[config.mk]
export PLATFORM = sky130hd
export DESIGN_NAME = pulse_monitor
export DESIGN_NICKNAME = d
export VERILOG_FILES = /design/src/rtl/pulse_monitor.sv
export SDC_FILE = /design/constraint.sdc
export NUM_CORES = 1
export LEC_CHECK = 0
export ABC_AREA = 1
export BUFFER_PORTS_ARGS = -buffer_cell sky130_fd_sc_hd__buf_4
export CAP_MARGIN = 0
export CORE_MARGIN = 4
export CORE_UTILIZATION = 64
export CTS_CLUSTER_SIZE = 25
export DETAILED_ROUTE_END_ITERATION = 6
export PLACE_DENSITY = 0.88
export SYNTH_ARGS = -nofsm -noshare
export SYNTH_HDL_FRONTEND = slang
export SYNTH_SLANG_ARGS = --single-unit
[constraint.sdc]
create_clock -name clk -period 3.2 [get_ports clk]
set_input_delay 0.48 -clock clk [delete_from_list [all_inputs] [get_ports clk]]
set_output_delay 0.48 -clock clk [all_outputs]
set_load 0.02 [all_outputs]
[src/rtl/pulse_monitor.sv]
// pulse_monitor: passive timing monitor for the pulser outputs.
// Measures each trigger_a repeat window and publishes the period, the three
// pulse widths and the A-to-B delay. It also flags a missing B trigger and a
// stalled sequence.
//
// Ports:
//   clk, reset           system clock, synchronous active-high reset
//   trigger_a            laser A trigger; each rise closes/opens a window
//   trigger_b            laser B trigger
//   camera               camera exposure gate
//   period               cycles between the last two trigger_a rises
//   width_a/_b/_cam      high time of the last completed pulse per input
//   delay_ab             window start to first trigger_b rise
//   b_missing            no trigger_b rise in the reported window
//   timeout              sticky; window counter saturated
//   meas_valid           one-cycle strobe, all measurement outputs updated
module pulse_monitor #(
  parameter int unsigned N_BITS = 20
) (
  input  logic              clk,
  input  logic              reset,
  input  logic              trigger_a,
  input  logic              trigger_b,
  input  logic              camera,
  output logic [N_BITS-1:0] period,
  output logic [N_BITS-1:0] width_a,
  output logic [N_BITS-1:0] width_b,
  output logic [N_BITS-1:0] width_cam,
  output logic [N_BITS-1:0] delay_ab,
  output logic              b_missing,
  output logic              timeout,
  output logic              meas_valid
);

  localparam int unsigned       N_CH    = 3;
  localparam int unsigned       CH_A    = 0;
  localparam int unsigned       CH_B    = 1;
  localparam int unsigned       CH_CAM  = 2;
  localparam logic [N_BITS-1:0] CNT_MAX = '1;
  localparam logic [N_BITS-1:0] CNT_ONE = N_BITS'(1);

  typedef enum logic {
    S_IDLE    = 1'b0,
    S_MEASURE = 1'b1
  } state_e;

  // Edge detection on the raw inputs (same clock domain, no synchronizer).
  logic [N_CH-1:0] in_s;
  logic [N_CH-1:0] prev_q;
  logic [N_CH-1:0] rise;
  logic [N_CH-1:0] fall;

  assign in_s = {camera, trigger_b, trigger_a};
  assign rise = in_s & ~prev_q;
  assign fall = ~in_s & prev_q;

  // Last completed width per input, independent of window state.
  logic [N_CH-1:0][N_BITS-1:0] pw_last;

  for (genvar g = 0; g < N_CH; g++) begin : g_width
    logic [N_BITS-1:0] cnt_q, cnt_d;
    logic [N_BITS-1:0] last_q, last_d;
    logic              run_q, run_d;

    // A fall only counts if its rise was observed (run_q set).
    always_comb begin
      cnt_d  = cnt_q;
      last_d = last_q;
      run_d  = run_q;
      if (rise[g]) begin
        cnt_d = CNT_ONE;
        run_d = 1'b1;
      end else if (run_q && fall[g]) begin
        last_d = cnt_q;
        run_d  = 1'b0;
      end else if (run_q && in_s[g] && (cnt_q != CNT_MAX)) begin
        cnt_d = cnt_q + CNT_ONE;
      end
    end

    always_ff @(posedge clk) begin
      if (reset) begin
        cnt_q  <= '0;
        last_q <= '0;
        run_q  <= 1'b0;
      end else begin
        cnt_q  <= cnt_d;
        last_q <= last_d;
        run_q  <= run_d;
      end
    end

    assign pw_last[g] = last_q;
  end

  // Window FSM state and published measurement registers.
  state_e            state_q, state_d;
  logic [N_BITS-1:0] wcnt_q, wcnt_d;
  logic [N_BITS-1:0] dly_q, dly_d;
  logic              b_seen_q, b_seen_d;
  logic [N_BITS-1:0] period_q, period_d;
  logic [N_BITS-1:0] width_a_q, width_a_d;
  logic [N_BITS-1:0] width_b_q, width_b_d;
  logic [N_BITS-1:0] width_cam_q, width_cam_d;
  logic [N_BITS-1:0] delay_ab_q, delay_ab_d;
  logic              b_missing_q, b_missing_d;
  logic              timeout_q, timeout_d;
  logic              meas_valid_q, meas_valid_d;

  // Next-state: open a window on A rise, publish and restart on the next one.
  always_comb begin
    state_d      = state_q;
    wcnt_d       = wcnt_q;
    dly_d        = dly_q;
    b_seen_d     = b_seen_q;
    period_d     = period_q;
    width_a_d    = width_a_q;
    width_b_d    = width_b_q;
    width_cam_d  = width_cam_q;
    delay_ab_d   = delay_ab_q;
    b_missing_d  = b_missing_q;
    timeout_d    = timeout_q;
    meas_valid_d = 1'b0;

    case (state_q)
      S_IDLE: begin
        if (rise[CH_A]) begin
          state_d  = S_MEASURE;
          wcnt_d   = CNT_ONE;
          dly_d    = '0;
          b_seen_d = rise[CH_B];
        end
      end

      S_MEASURE: begin
        if (rise[CH_A]) begin
          period_d     = wcnt_q;
          delay_ab_d   = dly_q;
          b_missing_d  = ~b_seen_q;
          width_a_d    = pw_last[CH_A];
          width_b_d    = pw_last[CH_B];
          width_cam_d  = pw_last[CH_CAM];
          timeout_d    = 1'b0;
          meas_valid_d = 1'b1;
          wcnt_d       = CNT_ONE;
          dly_d        = '0;
          // A B rise coincident with the opening A rise counts as delay 0.
          b_seen_d     = rise[CH_B];
        end else begin
          if (rise[CH_B] && !b_seen_q) begin
            dly_d    = wcnt_q;
            b_seen_d = 1'b1;
          end
          if (wcnt_q != CNT_MAX) begin
            wcnt_d = wcnt_q + CNT_ONE;
          end
          // Counter about to saturate: abandon the window without publishing.
          if (wcnt_d == CNT_MAX) begin
            timeout_d = 1'b1;
            state_d   = S_IDLE;
          end
        end
      end

      default: state_d = S_IDLE;
    endcase
  end

  // State and output registers; reset preloads prev_q to mask a false rise.
  always_ff @(posedge clk) begin
    if (reset) begin
      prev_q       <= in_s;
      state_q      <= S_IDLE;
      wcnt_q       <= '0;
      dly_q        <= '0;
      b_seen_q     <= 1'b0;
      period_q     <= '0;
      width_a_q    <= '0;
      width_b_q    <= '0;
      width_cam_q  <= '0;
      delay_ab_q   <= '0;
      b_missing_q  <= 1'b0;
      timeout_q    <= 1'b0;
      meas_valid_q <= 1'b0;
    end else begin
      prev_q       <= in_s;
      state_q      <= state_d;
      wcnt_q       <= wcnt_d;
      dly_q        <= dly_d;
      b_seen_q     <= b_seen_d;
      period_q     <= period_d;
      width_a_q    <= width_a_d;
      width_b_q    <= width_b_d;
      width_cam_q  <= width_cam_d;
      delay_ab_q   <= delay_ab_d;
      b_missing_q  <= b_missing_d;
      timeout_q    <= timeout_d;
      meas_valid_q <= meas_valid_d;
    end
  end

  assign period     = period_q;
  assign width_a    = width_a_q;
  assign width_b    = width_b_q;
  assign width_cam  = width_cam_q;
  assign delay_ab   = delay_ab_q;
  assign b_missing  = b_missing_q;
  assign timeout    = timeout_q;
  assign meas_valid = meas_valid_q;

endmodule

==> impl_metrics.ini, run 1 <==
[yosys]
synth_enable_flop_cells = 0
synth_ff_type = sky130_fd_sc_hd__dfxtp_1
netlist_top_cells_count = sky130_fd_sc_hd__dfxtp_1, sky130_fd_sc_hd__nand2_1, sky130_fd_sc_hd__inv_1, sky130_fd_sc_hd__o21ai_0, sky130_fd_sc_hd__nand3_1
synthTopCellsByArea = sky130_fd_sc_hd__dfxtp_1, sky130_fd_sc_hd__o21ai_0, sky130_fd_sc_hd__nand2_1, sky130_fd_sc_hd__nand3_1, sky130_fd_sc_hd__inv_1
synth.cell_area_um2 = 11400
syn-instance-count = 1512
synth_area_leader_cell = sky130_fd_sc_hd__dfxtp_1
synth-seq-area-share_pct = 47.4
yosysWarningCount = 0
synthesis.area_per_instance_um2 = 7.57
yosys.cell_count.top_type = sky130_fd_sc_hd__dfxtp_1
post_synth_num_cell_types = 42
ys_ff_latch = 271
postSynth.asyncResetShare_pct = 0
post_synthesis_net_count = 1521
post-synth-top-area-fraction_pct = 47.4

[global_route]
vias_in_the_first_global_route = 9509
grt_start_max_net_pins = 102
grtUsageTotal_pct = 25.7
globalRoute.totalOverflow = 0
grt_antenna_before_repair = 0
first_pass_grt_wire_length_um = 44300

[pwr]
power_density_nw_per_um2 = 509
power.static_leakage_uw = 0.00490
vdd.ir_drop.worst_uv = 432

[layout]
multi_input_comb_area_um2 = 4910
areaGrowthSynthToFinish_pct = 14.7
final_core_utilization_pct = 75.3
diodes_inserted = 0
final_nets = 1586
layout.filler_cells = 1308
drive_gt1_share_pct = 13.8
regArea_um2 = 5430

[placement]
dp_hpwl_um = 17700
routabilityCongestion = 0.987
port-buffer-count = 107

[clocking]
postcts_resize_cnt = 0
tritoncts = done
cts.sink_count = 271
cts.repair_timing.setup_buffer_count = 0
cts.htree.levels = 1
post_cts_hold_buffer_count = 0
clk-insertion-delay-late_ns = 0.52
clkTransAtPathRegs_ns = 0.06
cts_buffer_depth = 3
cts_inserted_buffers = 27
cts_root_buffer = sky130_fd_sc_hd__clkbuf_16

[sta]
rsz_0062_raised_after_global_routing = no
hold_viol = 0
timing.slew.headroom_pct = 43.8
worstMarginPinSlew_ns = 0.841
timing.final.setup_violations = 0
layout_min_cycle_time_ns = 2.40
report.final.slew_viol_count = 0
final_min_period_over_clock_period_pct = 75.1
fmax_ghz = 0.416
setup-tns-final_ns = 0
fin_worst_skew_ns = 0.00741

[setup_path]
end_kind = flip-flop
crit_top_cell = sky130_fd_sc_hd__nand2_1
setup.worst_path.start_class = flip-flop
cp_cell_sequence = ha_1 -> nand2_1 -> nor2_1 -> nand2_1 -> nor3_2 -> nand4_1 -> nand2_2 -> inv_4 -> nand2_2 -> nand2_1 -> nor3b_2
critical-path-max-stage-delay_ns = 0.44
crit-reg2reg-capture = g_width[0].cnt_q[5]
data_required_time_at_the_worst_endpoint_ns = 3.59
crit_path_top_delay_cell = sky130_fd_sc_hd__dfxtp_1
cp_data_arrival_time_ns = 2.80
worstReg2RegStart = g_width[0].cnt_q[0]
r2r.worst_path.cells = 11
cp_max_fo = 19
ff2ff_setup_slack_ns = 0.80
worst-setup-path-type = reg2reg
cp-startpoint = g_width[0].cnt_q[0]

[route]
wire_per_inst_um = 14.5
drt_wl_total_um = 26300
drcViolationCount = 0
detail_route.iter0.violations = 924
vias = 10160
dr.pass1.iters = 5
antenna_violating_nets_post_route = 0
route.detailed.vias_per_inst = 5.60

[floorplan]
initial_core_util_pct = 65.7
ioPinCount = 108
die_area_um2 = 20100
die_h_um = 142
core.rowCount = 48
die_width_um = 142
placeableCoreArea_um2 = 17400

[hold_path]
min-delay-start = camera
hold-path-endpoint = prev_q[2]
min_delay_path_depth = 1
min_path_type = in2reg

[status]
status = finished, final reports clean

[run]
max_cap_violations = 0
-- critical path: cells and delay by family (launching register included) --
| family | cells | cell delay, ns |
|---|---|---|
| flops | 1 | 0.44 |
| fa+ha+maj | 1 | 0.26 |
| buf+inv | 1 | 0.17 |
| simple gates | 9 | 1.39 |
-- cell families after synthesis --
| logic type | count (synthesis) | synth area share [%] |
|---|---|---|
| compound gates | 343 | 15.6 |
| xor+xnor | 38 | 2.91 |
| fa+ha+maj | 4 | 0.437 |
| buf+inv | 278 | 9.67 |
| flops | 271 | 47.4 |
| simple gates | 578 | 24.0 |
-- worst max-delay path by stage --
| stage | cells past startpoint | endpoint |
|---|---|---|
| 3_5_place_dp | 11 | g_width[0].cnt_q[5] |
| 3_3_place_gp | 11 | g_width[2].cnt_q[5] |
| 6_report | 11 | g_width[0].cnt_q[5] |
| 2_1_floorplan | 11 | g_width[0].cnt_q[1] |
| 4_1_cts | 11 | g_width[0].cnt_q[5] |
| 5_1_grt | 11 | g_width[0].cnt_q[5] |
-- power breakdown --
group	switching [uW]	internal, uW	leakage [uW]
clock	1220	1780	0.000409
combinational	184	61.2	0.00230
sequential	23.4	3420	0.00219
-- cell usage in the layout, fill, tap and decap left out, types with 3 or more instances in the layout --
cell	count
sky130_fd_sc_hd__inv_1	187
sky130_fd_sc_hd__a21oi_2	9
sky130_fd_sc_hd__nand4_1	18
sky130_fd_sc_hd__clkbuf_16	27
sky130_fd_sc_hd__nor2_4	6
sky130_fd_sc_hd__dfxtp_1	271
sky130_fd_sc_hd__nand3b_1	7
sky130_fd_sc_hd__buf_12	3
sky130_fd_sc_hd__xor2_1	22
sky130_fd_sc_hd__nor3_2	3
sky130_fd_sc_hd__inv_2	7
sky130_fd_sc_hd__clkbuf_8	4
sky130_fd_sc_hd__buf_4	115
sky130_fd_sc_hd__nand2_1	233
sky130_fd_sc_hd__nor2_2	5
sky130_fd_sc_hd__o22ai_1	20
sky130_fd_sc_hd__o21ai_1	9
sky130_fd_sc_hd__nor3b_1	5
sky130_fd_sc_hd__nand2_4	5
sky130_fd_sc_hd__nor4_1	6
sky130_fd_sc_hd__o21ai_0	176
sky130_fd_sc_hd__xnor2_1	16
sky130_fd_sc_hd__ha_1	4
sky130_fd_sc_hd__clkbuf_1	3
sky130_fd_sc_hd__a21oi_1	125
sky130_fd_sc_hd__nand3_1	161
sky130_fd_sc_hd__clkinv_2	4
sky130_fd_sc_hd__nand2_2	17
sky130_fd_sc_hd__nor2_1	84
sky130_fd_sc_hd__nor3_1	19
-- through the flow --
stage                     cell area, um^2  total power [uW]  setup WS [ns]  hold WS (ns)  std cells
after CTS                           13100              6730          0.819        0.0620       1815
after floorplan                     11400              3690           1.36         0.425       1512
after global routing                13100              6920          0.547        0.0592       1815
after detailed placement            12300              3760          0.833         0.440       1773
after global placement              12300              3750          0.930         0.433       1773
final                               13100              6680          0.796        0.0790       1815
-- final cells by class --
class | count | area share [%]
Clock buffer | 34 | 5.66
Clock inverter | 8 | 0.725
Sequential cell | 271 | 41.4
Inverter | 196 | 5.65
Timing Repair Buffer | 118 | 7.04
Multi-Input combinational cell | 963 | 37.4
Tap cell | 225 | 2.15
-- registers in the layout (all words and copies together), names as in the netlist --
name,cells
b_missing,1
state_q,1
g_width.last_q,60
g_width.run_q,3
prev_q,3
wcnt_q,20
b_seen_q,1
width_b,20
timeout,1
width_cam,20
g_width.cnt_q,60
dly_q,20
delay_ab,20
width_a,20
period,20
meas_valid,1
-- layer usage --
metal | vias to the layer above | GRT usage [%] | wire length (um)
li1 | 5071 | - | -
met3 | 47 | 5.26 | 1810
met2 | 310 | 43.3 | 12600
met4 | 0 | 6.67 | 551
met5 | - | 0 | 0
met1 | 4732 | 33.7 | 11400
Note: power is estimated with default switching activity, not from simulation.
==> run 2, diff against run 1 <==
Settings changed: CORE_UTILIZATION 64 to 53, PLACE_DENSITY 0.88 to 0.78.
Clock period 3.2 ns to 2 ns, I/O delays scaled along.
==> impl_metrics.ini, run 2 (same netlist as run 1, synthesis figures left out) <==
[run]
max_cap_violations = 0

[route]
antenna_violating_nets_post_route = 0
dr.pass1.iters = 5
drt_wl_total_um = 27500
detail_route.iter0.violations = 669
vias = 10375
wire_per_inst_um = 14.2
route.detailed.vias_per_inst = 5.38
drcViolationCount = 0

[sta]
final.setup.worst_slack_ns = 0.146
worstMarginPinSlew_ns = 0.673
fin_worst_skew_ns = 0.0115
timing.slew.headroom_pct = 55.1
layout_min_cycle_time_ns = 1.85
fmax_ghz = 0.540
hold_viol = 0
report.final.slew_viol_count = 0
final_min_period_over_clock_period_pct = 92.7
timing.final.setup_violations = 0

[placement]
placedCellCount = 1866
dp_slack_ns = 0.0687
routabilityCongestion = 0.955
port-buffer-count = 107
dp_hpwl_um = 18900

[global_route]
grtUsageTotal_pct = 22.4
globalRoute.totalOverflow = 0
first_pass_grt_wire_length_um = 46400
grt_start_max_net_pins = 103
grt_antenna_before_repair = 0
vias_in_the_first_global_route = 9803

[floorplan]
die_h_um = 155
die_width_um = 155
initial_core_util_pct = 54.1
die_area_um2 = 24000
ioPinCount = 108
core.rowCount = 53
placeableCoreArea_um2 = 21200

[setup_path]
end_kind = flip-flop
cp_max_fo = 15
path_delay_family = simple AND/OR/NAND/NOR gates
worst-setup-path-type = reg2reg
cp_data_arrival_time_ns = 2.28
cp_num_buf_inv = 0
cp_cell_sequence = ha_4 -> nand2_1 -> nor2_4 -> nand2_4 -> nor2_4 -> nand2_8 -> nand2_1 -> nand3_1 -> nor2_2 -> nand3_1 -> nor2_1 -> nor2_1
setup.worst_path.start_class = flip-flop
critical-path-max-stage-delay_ns = 0.35
crit_path_top_delay_cell = sky130_fd_sc_hd__dfxtp_2
ff2ff_setup_slack_ns = 0.15
data_required_time_at_the_worst_endpoint_ns = 2.42

[clocking]
cts_root_buffer = sky130_fd_sc_hd__clkbuf_16
clkTransAtPathRegs_ns = 0.06
cts_buffer_depth = 3
cts_inserted_buffers = 27
cts.sink_count = 271
clk-insertion-delay-late_ns = 0.52
tritoncts = done
cts.htree.levels = 1

[layout]
areaGrowthSynthToFinish_pct = 21.4
largest_registers = g_width.cnt_q (60), g_width.last_q (60)
layoutNonFillerInstCount = 1928
most_frequent_cells_in_the_layout = sky130_fd_sc_hd__dfxtp_1, sky130_fd_sc_hd__nand2_1, sky130_fd_sc_hd__inv_1
mostFrequentLayoutCell = sky130_fd_sc_hd__dfxtp_1
final_nets = 1644
diodes_inserted = 0
drive_gt1_share_pct = 18.6

[pwr]
vdd.ir_drop.worst_uv = 743
power_density_nw_per_um2 = 791
power.static_leakage_uw = 0.00521

[hold_path]
min_path_type = in2reg

[status]
status = finished, final reports clean
[run 2: power breakdown]
| group | leakage [uW] | switching, uW | total [uW] | internal, uW |
|---|---|---|---|---|
| registers | 0.00219 | 29.5 | 5500 | 5470 |
| logic | 0.00259 | 321 | 470 | 149 |
| clock network | 0.000426 | 2030 | 5010 | 2990 |
[run 2: final timing paths]
check / endpoint / cells past startpoint / start
max: state_q / 12 / wcnt_q[1]
min: wcnt_q[2] / 2 / reset
max reg2reg: state_q / 12 / wcnt_q[1]
min reg2reg: g_width[2].last_q[11] / 2 / g_width[2].last_q[11]
[run 2: what timing repair did]
item | CTS | global route
resized for setup | 0 | 53
setup endpoints to repair | 0 | 126
hold buffers | 3 | 0
endpoints found under the hold margin | 3 | 0
setup buffers | 0 | 12
[run 2: per-layer routing]
layer	global-route usage, %	up-vias	share of wire (%)
met5	0	-	0
met4	5.42	0	1.9
met3	3.12	36	5.1
met2	37.9	283	48
met1	30.4	4863	45
li1	-	5193	-
[run 2: worst reg2reg max path: cells and delay by family, from the launching register on]
family | cells | cell delay [ns]
and+or+nand+nor | 11 | 1.25
adders and majority gates | 1 | 0.15
DFF | 1 | 0.35
[run 2: area by class of cell]
class | instances | area, um^2
fill | 1842 | 7270
tap | 275 | 344
sequential | 271 | 5440
timing repair buffer | 176 | 1430
clock buffer | 39 | 791
inverter | 196 | 748
clock inverter | 8 | 100
multi-input combinational | 963 | 5030
[run 2: per-stage QoR]
stage / cell area (um^2) / hold WS [ns] / TNS, ns / utilization [%] / power [uW]
floorplan: 11400 / 0.328 / 0 / - / 5910
global placement: 12700 / 0.422 / 0 / 60.1 / 6040
detailed placement: 12700 / 0.423 / 0 / 60.1 / 6050
CTS: 13600 / 0.0685 / 0 / 64.5 / 11000
global route: 13900 / 0.0862 / -0.0290 / 65.6 / 11400
finish: 13900 / 0.0816 / 0 / 65.6 / 11000
